### config.mk
export PLATFORM = sky130hd
export DESIGN_NAME = cam_lookup_ctrl
export DESIGN_NICKNAME = d
export VERILOG_FILES = /design/src/rtl/cam_lookup_ctrl.sv
export SDC_FILE = /design/constraint.sdc
export NUM_CORES = 1
export LEC_CHECK = 0
export ABC_CLOCK_PERIOD_IN_PS = 3000
export BUFFER_PORTS_ARGS = -buffer_cell sky130_fd_sc_hd__buf_4
export CORE_AREA = 4 4 80 82
export CTS_BUF_LIST = sky130_fd_sc_hd__clkbuf_16
export DETAILED_ROUTE_END_ITERATION = 10
export DIE_AREA = 0 0 84 86
export PLACE_DENSITY = 0.84
export SYNTH_ARGS = -nofsm -noshare
export SYNTH_HDL_FRONTEND = slang
export SYNTH_SLANG_ARGS = --single-unit
### constraint.sdc
create_clock -name clk_i -period 3 [get_ports clk_i]
set_clock_uncertainty 0.05 [all_clocks]
set_input_delay 0.3 -clock clk_i [delete_from_list [all_inputs] [get_ports clk_i]]
set_output_delay 0.3 -clock clk_i [all_outputs]
set_load 0.02 [all_outputs]
### src/rtl/cam_lookup_ctrl.sv
// Lookup/allocate controller in front of a DEPTH-entry CAM.
// Define CAM_LOOKUP_STATS_EN to add saturating hit/miss/evict counters.
module cam_lookup_ctrl #(
    parameter int DATA_WIDTH = 32,
    parameter int ADDR_WIDTH = 5,
    parameter int DEPTH      = 1 << ADDR_WIDTH,
    parameter int CAM_LAT    = 1
) (
    input  logic                  clk_i,
    input  logic                  rst_i,
    input  logic                  req_valid_i,
    output logic                  req_ready_o,
    input  logic [DATA_WIDTH-1:0] req_key_i,
    input  logic                  req_alloc_i,
    output logic                  rsp_valid_o,
    input  logic                  rsp_ready_i,
    output logic                  rsp_hit_o,
    output logic                  rsp_new_o,
    output logic [ADDR_WIDTH-1:0] rsp_index_o,
    output logic                  cam_search_o,
    output logic [DATA_WIDTH-1:0] cam_search_data_o,
    input  logic                  cam_search_valid_i,
    input  logic [ADDR_WIDTH-1:0] cam_search_index_i,
    output logic                  cam_write_o,
    output logic [ADDR_WIDTH-1:0] cam_write_index_o,
    output logic [DATA_WIDTH-1:0] cam_write_data_o,
`ifdef CAM_LOOKUP_STATS_EN
    output logic [15:0]           hit_cnt_o,
    output logic [15:0]           miss_cnt_o,
    output logic [15:0]           evict_cnt_o,
`endif
    output logic                  full_o
);

    typedef enum logic [2:0] {
        IDLE,
        SEARCH,
        WAIT,
        ALLOC,
        RESP
    } state_t;

    localparam logic [2:0]          LAT  = 3'(CAM_LAT);
    localparam logic [ADDR_WIDTH:0] LAST = (ADDR_WIDTH+1)'(DEPTH - 1);

    state_t                  state;
    state_t                  state_nx;
    logic [DATA_WIDTH-1:0]   key;
    logic                    alloc;
    logic [2:0]              wait_cnt;
    logic [ADDR_WIDTH:0]     fill;
    logic [ADDR_WIDTH-1:0]   victim;
    logic [ADDR_WIDTH-1:0]   slot;
    logic                    full;
    logic                    sample;

    // Cycle in which the CAM result lines are valid.
    assign sample = (state == WAIT) && (wait_cnt == 3'd1);
    assign slot   = full ? victim : fill[ADDR_WIDTH-1:0];

    assign cam_search_data_o = key;
    assign cam_write_data_o  = key;
    assign cam_write_index_o = slot;
    assign full_o            = full;

    always_ff @(posedge clk_i or posedge rst_i) begin
        if (rst_i) begin
            state <= IDLE;
        end else begin
            state <= state_nx;
        end
    end

    always_comb begin
        state_nx     = state;
        req_ready_o  = 1'b0;
        cam_search_o = 1'b0;
        cam_write_o  = 1'b0;
        rsp_valid_o  = 1'b0;
        unique case (state)
            IDLE: begin
                req_ready_o = ~rst_i;
                if (req_valid_i) state_nx = SEARCH;
            end
            SEARCH: begin
                cam_search_o = 1'b1;
                state_nx     = WAIT;
            end
            WAIT: begin
                if (sample) begin
                    if (!cam_search_valid_i && alloc) state_nx = ALLOC;
                    else                              state_nx = RESP;
                end
            end
            ALLOC: begin
                cam_write_o = 1'b1;
                state_nx    = RESP;
            end
            RESP: begin
                rsp_valid_o = 1'b1;
                if (rsp_ready_i) state_nx = IDLE;
            end
            default: state_nx = IDLE;
        endcase
    end

    always_ff @(posedge clk_i or posedge rst_i) begin
        if (rst_i) begin
            key         <= '0;
            alloc       <= 1'b0;
            wait_cnt    <= '0;
            fill        <= '0;
            victim      <= '0;
            full        <= 1'b0;
            rsp_hit_o   <= 1'b0;
            rsp_new_o   <= 1'b0;
            rsp_index_o <= '0;
`ifdef CAM_LOOKUP_STATS_EN
            hit_cnt_o   <= '0;
            miss_cnt_o  <= '0;
            evict_cnt_o <= '0;
`endif
        end else begin
            unique case (state)
                IDLE: begin
                    if (req_valid_i && req_ready_o) begin
                        key   <= req_key_i;
                        alloc <= req_alloc_i;
                    end
                end
                SEARCH: wait_cnt <= LAT;
                WAIT: begin
                    wait_cnt <= wait_cnt - 3'd1;
                    if (sample && cam_search_valid_i) begin
                        rsp_hit_o   <= 1'b1;
                        rsp_new_o   <= 1'b0;
                        rsp_index_o <= cam_search_index_i;
`ifdef CAM_LOOKUP_STATS_EN
                        if (hit_cnt_o != 16'hFFFF) hit_cnt_o <= hit_cnt_o + 16'd1;
`endif
                    end else if (sample && !alloc) begin
                        rsp_hit_o   <= 1'b0;
                        rsp_new_o   <= 1'b0;
                        rsp_index_o <= '0;
`ifdef CAM_LOOKUP_STATS_EN
                        if (miss_cnt_o != 16'hFFFF) miss_cnt_o <= miss_cnt_o + 16'd1;
`endif
                    end
                end
                ALLOC: begin
                    rsp_hit_o   <= 1'b0;
                    rsp_new_o   <= 1'b1;
                    rsp_index_o <= slot;
                    // Filling and first eviction never share a cycle.
                    if (!full) begin
                        fill <= fill + (ADDR_WIDTH+1)'(1);
                        if (fill == LAST) full <= 1'b1;
                    end else begin
                        victim <= victim + ADDR_WIDTH'(1);
                    end
`ifdef CAM_LOOKUP_STATS_EN
                    if (miss_cnt_o != 16'hFFFF) miss_cnt_o <= miss_cnt_o + 16'd1;
                    if (full && evict_cnt_o != 16'hFFFF) evict_cnt_o <= evict_cnt_o + 16'd1;
`endif
                end
                RESP: ;
                default: ;
            endcase
        end
    end

endmodule

==> results.md <==
- Status: finished clean
- Num CTS Buffers: 9
- Ys async rst share: 1.00
- Routed vias/inst: 5.12
- Antenna diodes: 0
- Worst slew pin tran: 553 ps
- Unique cell type count in the Yosys netlist: 36
- Yosys warns: 0
- CTS sink count: 58
- Routed wire per std cell: 17.3 um
- Chip height: 86 um
- Most frequent cell after synthesis: dfrtp_1
- Setup violators final: 0
- CTS Buffer Depth: 2
- Row count: 28
- Share of cells above drive strength 1: 0.592
- Inst Count DP: 374
- Drt pass-1 iters: 4
- Syn_nets: 259
- Worst Setup End Kind: output port
- Port Buffers: 123
- Drt drc: 0
- Fin crit share: 0.650
- Post-DRT Antenna Nets: 0
- Area share of the largest cell type after synthesis: 0.509
- F_max: 512 MHz
- Worst r2r path cells: 4
- Initial DRC Count: 47
- IO Count: 124
- Worst hold path class: in2reg
- Yosys reg bits: 58
- Vias in the first global route: 2015
- VDD IR-drop max: 0.000642 V
- RSZ-0062 raised after global routing: no
- Max-slew violations: 0
- Final global-route overflow total: 0
- Syn Inst Count: 212
- WHS: 131 ps
- Crit Path Category: reg2out
- Critical path fanouts, max: 8
- Largest net degree at the start of global routing: 33
- Final min period: 1950 ps
- CTS root buffer: clkbuf_16
- DP Wirelength: 5.01 mm
- Fin Setup TNS: 0 ps
- Sequential power share: 0.290
- Hold Path Depth: 2
- Ranking of synthesized cells by area: dfrtp_1 (51%), mux2_4 (16%), buf_4 (8.4%)
- Initial antenna violation count: 0
- Hold Vio Cnt, Final: 0
- Synth Cell Area: 0.00285 mm2
- CP Launch Type: flip-flop
- Die area: 0.00722 mm2
- Clk pwr share: 0.228
- Average size of a mapped cell: 13.5 um2
- RePlAce Congestion: 0.861
- Int Power: 3.11 mW
- Register area share after synthesis: 0.509
- P_sw: 1.88 mW
- Post-synth EDFFs: 0
- Leak Pwr: 2.07 nW
- Data arrival time of the worst path: 1600 ps
- Fill cells: 411
- Syn-to-layout area delta: 38.1%
- First-pass GRT wire length: 10.8 mm
- CTS tree: done
- Worst skew pair latency: 320 ps
- CORE AREA: 0.00575 mm2
- Horiz. Die Dim: 84 um
- Drt total wl: 6.75 mm
- Vias: 2001
- Pwr/cell area: 1270 mW/mm2
- Sw frac: 0.377
- Leading area contributor after synthesis: dfrtp_1
- H-Tree Depth: 3
- Comb pwr share: 0.481
- Max-Cap Viols: 0
- CP required: 2650 ps
- Worst-path clk slew: 50 ps
- Slew headroom: 0.631
- Fin nets: 358
- GRT Resource Usage Total: 0.194
- Non-filler cells, final: 391
- Pwr Total: 4.99 mW
- Post-synth top cells: dfrtp_1 (58), buf_4 (32), mux2_4 (30), mux2_2 (10)
- Starting Density: 0.497
- Top_reg_cell synth: dfrtp_1
==> timing repair <==
item                                   in CTS  in global routing
hold buffers                                1                  0
endpoints found under the hold margin      20                  0
resized for setup                           0                  0
setup buffers                               0                  0
==> layout by cell type (no fill, tap or decap), types with 4 or more instances in the layout <==
master	instances
nand2_1	7
buf_4	127
mux2_2	10
ha_1	4
inv_1	5
a221o_1	5
dfrtp_1	58
and2_0	5
clkbuf_16	9
mux2_4	30
xnor2_1	7
==> state kept, by name (all words and copies together) (netlist names) <==
name / flops
alloc: 1
cam_search_data_o: 32
fill: 6
full_o: 1
rsp_hit_o: 1
rsp_index_o: 5
rsp_new_o: 1
state: 3
victim: 5
wait_cnt: 3
==> area by class of cell <==
class | count | area [um2] | area share
Inverter | 7 | 26.3 | 0.00667
Multi-Input combinational cell | 107 | 1070 | 0.272
Clock inverter | 7 | 108 | 0.0273
Sequential cell | 58 | 1450 | 0.368
Clock buffer | 9 | 225 | 0.0572
Tap cell | 75 | 93.8 | 0.0238
Timing Repair Buffer | 128 | 963 | 0.245
==> layer usage <==
metal	vias to the layer above	part of all wire	global-route usage
met5	-	0	0
met4	0	0.014	0.0658
li1	904	-	-
met1	986	0.39	0.226
met3	10	0.096	0.0807
met2	101	0.50	0.325
==> stage by stage <==
step	util	worst slack, ps	area (um2)
final	0.686	1050	3940
after global routing	0.686	977	3940
after CTS	0.686	1050	3940
after detailed placement	0.626	1110	3600
after global placement	0.626	1160	3600
after floorplan	-	1220	2850
==> worst max-delay path, stage by stage, from the launching register on <==
cell and delay, ps:
dfrtp_1 510, inv_1 230, nor3_2 190, buf_4 190, buf_4 150
==> final timing paths <==
check | endpoint | slack (ps) | start
setup reg to reg | cam_search_data_o[4]$_DFFE_PP0P_ | 1100 | state[2]$_DFFE_PP0P_
max in group asynchronous | cam_search_data_o[25]$_DFFE_PP0P_ | 1760 | rst_i
hold / removal | state[2]$_DFFE_PP0P_ | 130 | rsp_ready_i
setup / recovery | cam_write_o | 1050 | state[1]$_DFFE_PP0P_
hold reg to reg | fill[5]$_DFFE_PP0P_ | 430 | fill[5]$_DFFE_PP0P_
min in group asynchronous | state[0]$_DFFE_PP0P_ | 520 | rst_i
==> power groups by stage <==
stage | clock network [mW] | registers, mW | logic, mW
3_5_place_dp | 0 | 1.45 | 2.42
3_3_place_gp | 0 | 1.42 | 2.37
5_1_grt | 1.19 | 1.50 | 2.54
2_1_floorplan | 0 | 1.66 | 1.47
4_1_cts | 1.15 | 1.45 | 2.44
6_report | 1.14 | 1.45 | 2.40
==> kinds of logic (layout without fill, tap and decap cells) <==
family,count (synthesis),count (layout),synth area share
flip-flops,58,58,0.509
XOR/XNOR,9,9,0.0276
multiplexers,41,41,0.201
buffers and inverters,47,151,0.116
AND/OR/NAND/NOR,34,34,0.0794
AO/OA/AOI/OAI,19,19,0.0500
adder cells (fa/ha/maj),4,4,0.0175
Note: power is estimated with default switching activity, not from simulation.
